===== src/rtl/conv_encoder.sv =====
// -----------------------------------------------------------------------------
// conv_encoder
//
// Rate-1/2, constraint-length-3 convolutional encoder. It takes a framed serial
// bit stream and produces one 2-bit code pair per input bit. With TERMINATE=1
// it appends two zero tail bits to each frame, so the trellis ends in state 00
// where the decoder's traceback expects it.
//
// Ports:
//   clk        rising-edge clock
//   rst_n      asynchronous active-low reset
//   in_valid   in_bit / in_last are valid
//   in_ready   encoder accepts a bit this cycle
//   in_bit     data bit
//   in_last    final data bit of the frame
//   out_valid  out_pair / out_last are valid
//   out_ready  downstream accepts a pair this cycle
//   out_pair   [1] = G0 parity, [0] = G1 parity
//   out_last   final pair of the frame (last tail pair when TERMINATE=1)
//   busy       frame in progress or a pair still waiting to be taken
// -----------------------------------------------------------------------------
module conv_encoder #(
  parameter logic [2:0] G0        = 3'b111,
  parameter logic [2:0] G1        = 3'b101,
  parameter bit         TERMINATE = 1'b1
) (
  input  logic       clk,
  input  logic       rst_n,
  input  logic       in_valid,
  output logic       in_ready,
  input  logic       in_bit,
  input  logic       in_last,
  output logic       out_valid,
  input  logic       out_ready,
  output logic [1:0] out_pair,
  output logic       out_last,
  output logic       busy
);

  typedef enum logic [1:0] {
    IDLE,
    DATA,
    TAIL
  } state_e;

  state_e     state_q;
  logic [1:0] shift_q;
  logic       tailCnt_q;
  logic       outValid_q;
  logic [1:0] outPair_q;
  logic       outLast_q;

  logic       adv;
  logic       encBit_d;
  logic [2:0] window_d;
  logic [1:0] encPair_d;

  // The output register can be reloaded whenever it is empty or being drained
  // this cycle; input is only taken when no tail bits are still owed.
  assign adv      = !outValid_q || out_ready;
  assign in_ready = adv && (state_q != TAIL);

  // Tail bits are encoded as zeros; the window holds the newest bit in bit 2
  // so it lines up with the generator tap ordering.
  assign encBit_d  = (state_q == TAIL) ? 1'b0 : in_bit;
  assign window_d  = {encBit_d, shift_q};
  assign encPair_d = {^(window_d & G0), ^(window_d & G1)};

  // Single FSM process: it owns the shift state, the tail counter and the
  // registered output pair. Nothing moves unless the output register can
  // advance, which is what keeps the pair and the shift state frozen during a
  // downstream stall.
  always_ff @(posedge clk or negedge rst_n) begin
    if (!rst_n) begin
      state_q    <= IDLE;
      shift_q    <= 2'b00;
      tailCnt_q  <= 1'b0;
      outValid_q <= 1'b0;
      outPair_q  <= 2'b00;
      outLast_q  <= 1'b0;
    end else if (adv) begin
      if (state_q == TAIL) begin
        outValid_q <= 1'b1;
        outPair_q  <= encPair_d;
        shift_q    <= {1'b0, shift_q[1]};
        if (tailCnt_q) begin
          outLast_q <= 1'b1;
          tailCnt_q <= 1'b0;
          state_q   <= IDLE;
        end else begin
          outLast_q <= 1'b0;
          tailCnt_q <= 1'b1;
        end
      end else if (in_valid) begin
        outValid_q <= 1'b1;
        outPair_q  <= encPair_d;
        if (in_last) begin
          if (TERMINATE) begin
            outLast_q <= 1'b0;
            shift_q   <= {in_bit, shift_q[1]};
            state_q   <= TAIL;
          end else begin
            // Without a tail the frame ends here, so the next frame must start
            // from the all-zero state.
            outLast_q <= 1'b1;
            shift_q   <= 2'b00;
            state_q   <= IDLE;
          end
        end else begin
          outLast_q <= 1'b0;
          shift_q   <= {in_bit, shift_q[1]};
          state_q   <= DATA;
        end
      end else begin
        outValid_q <= 1'b0;
      end
    end
  end

  assign out_valid = outValid_q;
  assign out_pair  = outPair_q;
  assign out_last  = outLast_q;
  assign busy      = (state_q != IDLE) || outValid_q;

endmodule


===== config.mk =====
export PLATFORM = sky130hd
export DESIGN_NAME = conv_encoder
export DESIGN_NICKNAME = d
export VERILOG_FILES = /design/src/rtl/conv_encoder.sv
export SDC_FILE = /design/constraint.sdc
export NUM_CORES = 1
export LEC_CHECK = 0
export CORE_AREA = 2 2 39 41
export DETAILED_ROUTE_END_ITERATION = 6
export DIE_AREA = 0 0 41 43
export PLACE_DENSITY_LB_ADDON = 0.15
export SLEW_MARGIN = 20
export SYNTH_ARGS = -nofsm -noshare
export SYNTH_HDL_FRONTEND = slang
export SYNTH_SLANG_ARGS = --single-unit

===== constraint.sdc =====
create_clock -name clk -period 1.4 [get_ports clk]
set_input_delay 0.42 -clock clk [delete_from_list [all_inputs] [get_ports clk]]
set_output_delay 0.42 -clock clk [all_outputs]
set_load 0.05 [all_outputs]

==> results.yml, run 1 <==
status:
  status: "finished, violations left"
  violations: "setup timing"
clock_network:
  ctsRootBufferMaster: "clkbuf_4"
  hold_buffers: 0
  cts_tree: "done"
  cts_max_path_buffers: 2
  h-tree-depth: 1
  cts_sinks: 9
  insertion_delay_ns: 0.27
  numCtsBuffers: 3
  clk_pin_slew_worst_paths_ns: 0.07
floorplan:
  core_um2: 1380
  dieArea_um2: 1760
  die_w_um: 41
  start_util: 0.315
  die_h_um: 43
  io_pins: 12
  core.rowCount: 14
grt:
  grtUsageTotal: 0.141
  globalRouteOverflowTotal: 0
  grt_pass1_vias: 358
  antenna_found_initial: 0
  grt_max_degree: 10
  grt_pass1_wl_um: 1550
setup_path:
  cp_slowest_cell: "dfrtp_1"
  worstPathCellList: "or3_4 -> buf_6"
  ff2ff_setup_slack_ns: 0.08
  crit_arrival_ns: 1.22
  critical_path.endpoint_type: "output port"
  cp.required_ns: 0.98
  cpPeakStageDelay_ns: 0.40
  crit_type: "reg -> out"
  worstPathMaxFanout: 3
  critPathTopFamily: "flip-flops"
  path_buf_inv: 1
  critPathLaunchType: "flop"
drt:
  via_per_inst: 4.58
  drt_iter0_markers: 2
  route.vias.total: 353
  drt_wl_total_um: 918
  ant_nets: 0
  drc_errors: 0
  dr.pass1.iters: 2
  wl_per_cell_um: 11.9
sta:
  rsz0062_at_grt: "yes"
  setup_slack_ns: -0.236
  hold_viol_final: 0
  finalSetupViolCount: 3
  finalMaxSlewViolations: 0
  maxSlewHeadroom: 0.722
  period_minus_slack_ns: 1.64
  max_freq_ghz: 0.611
  holdWs_ns: 0.442
  fin_skew_ns: 0.00941
  fin_crit_sh: 1.17
  worst_pin_slew_ns: 0.416
synthesis:
  synth_fa_ha_area_frac: 0
  ys_seq_area_frac: 0.517
  synth-simple-area-share: 0.216
  synth_top_area_cell: "dfrtp_1"
  synth_area_leaders: "dfrtp_1 52%, nand2_1 5.2%, xnor2_1 4.0%"
  synth_top_area_share: 0.517
  syn_nets: 44
  synthCells: 38
  synth_top_family_by_area: "simple AND/OR/NAND/NOR gates"
  ys_types: 19
  ys_warn_count: 0
  synth.area.mux_share: 0.0345
  ys_seq_elements: 9
  synthesis.area_um2: 435
  synth.avg_cell_area_um2: 11.5
  synth_xor_area_frac: 0.0805
  synth_compound_area_frac: 0.144
finish:
  n_antenna_cell: 0
  drive_gt1_frac: 0.492
  finalNetCount: 68
  area_growth_pct: 65.5
  most-common-layout-cells: "8 x dfrtp_1, 8 x buf_4, 5 x nand2_1, 5 x buf_12, 4 x clkdlybuf4s50_1"
  seq_area_um2: 226
  multi_input_area_um2: 223
  fill_cells: 134
run:
  cap_viol_max_count: 0
hold_path:
  hp-class: "in -> async"
place:
  hpwl_um: 724
  place_congestion: 0.690
  dp_worst_setup_slack_ns: -0.319
  portBuffers: 11
power:
  p_leak_nw: 0.332
  swShare: 0.392
  p_int_mw: 0.856
  power_switching_mw: 0.553
  p_per_area_nw_per_um2: 1960
  vdd_drop_max_uv: 758
  pwr-share-seq: 0.313
  pwr-share-comb: 0.538
  p_clk_frac: 0.148
[per-layer routing]
layer  global-route usage  routed length, µm  part of all wire  up-vias
met4               0.0800                 15             0.016        0
met3               0.0785                 61             0.066        2
met2                0.194                481              0.52        9
met5                    0                  0                 0        -
li1                     -                  -                 -      175
met1                0.167                359              0.39      167
[per-stage QoR]
stage                     setup TNS (ns)  area (µm²)  total power, mW  utilization  cells
after detailed placement           -1.92         671             1.18        0.485     71
after global placement             -1.66         671             1.16        0.485     71
final                             -0.376         721             1.41        0.521     77
after global routing              -0.502         721             1.49        0.521     77
after floorplan                  -0.0578         448            0.825            -     38
after CTS                         -0.409         711             1.41        0.514     76
[Yosys cell counts]
library cell / instances
o21ai_4: 1
and2_4: 1
or3_2: 2
nand2_1: 6
o21ai_0: 1
a21oi_1: 3
nor2_1: 2
xnor2_1: 2
nor2b_1: 1
nand2b_4: 1
xor2_1: 2
nand2b_1: 1
inv_1: 1
mux2_4: 1
dfrtp_1: 9
o221a_2: 1
nor2b_4: 1
a32o_1: 1
o21ai_1: 1
[flip-flops by register name (all words and copies together), names as in the netlist]
| signal | count |
|---|---|
| tailCnt_q | 1 |
| out_pair | 2 |
| state_q | 2 |
| out_valid | 1 |
| out_last | 1 |
| shift_q | 2 |
[path summary, 6_finish.rpt]
check,start,endpoint,depth (start not counted)
max in group asynchronous,rst_n,out_valid$_DFFE_PN0N_,1
worst min-delay path,rst_n,shift_q[1]$_DFFE_PN0P_,1
worst min register to register,tailCnt_q$_DFFE_PN0P_,tailCnt_q$_DFFE_PN0P_,1
min in group clk,tailCnt_q$_DFFE_PN0P_,tailCnt_q$_DFFE_PN0P_,1
worst max register to register,state_q[1]$_DFFE_PN0P_,out_pair[0]$_DFFE_PN0P_,7
worst max-delay path,state_q[1]$_DFFE_PN0P_,busy,2
[power by group through the flow]
stage                     combinational (mW)  clock [mW]  sequential (mW)
after floorplan                        0.252           0            0.572
after global placement                 0.713           0            0.443
after detailed placement               0.729           0            0.446
after CTS                              0.749       0.215            0.442
after global routing                   0.804       0.229            0.455
final                                  0.759       0.209            0.442
[worst reg2reg max path, cell delays in order (launching register included)]
cell,delay [ns]
dfrtp_1,0.40
buf_4,0.14
buf_4,0.12
buf_4,0.13
nand2b_1,0.10
nand2_2,0.09
xor2_1,0.14
o21ai_1,0.12
[area by class of cell]
type,count,share of cell area
inverter,1,0.00521
multi-input combinational,28,0.309
clock buffer,3,0.0313
sequential,9,0.314
timing repair buffer,19,0.306
clock inverter,1,0.00694
tap,16,0.0278
[kinds of logic (layout without fill, tap and decap cells)]
kind of cell,after synthesis,in the layout
AO/OA/AOI/OAI,8,8
XOR/XNOR,4,4
buffers and inverters,1,24
flip-flops,9,9
multiplexers,1,1
AND/OR/NAND/NOR,15,15
[timing repair]
action,CTS,global route
pin swaps,0,1
setup endpoints to repair,3,3
setup buffers,1,1
resized for setup,3,2
Power figures use the tool's default switching activity.
==> run 2, diff against run 1 <==
Settings changed: CTS_CLUSTER_SIZE set to 24.
==> results of run 2 <==
The final DEF is identical to that of run 1; final timing and power are the same.
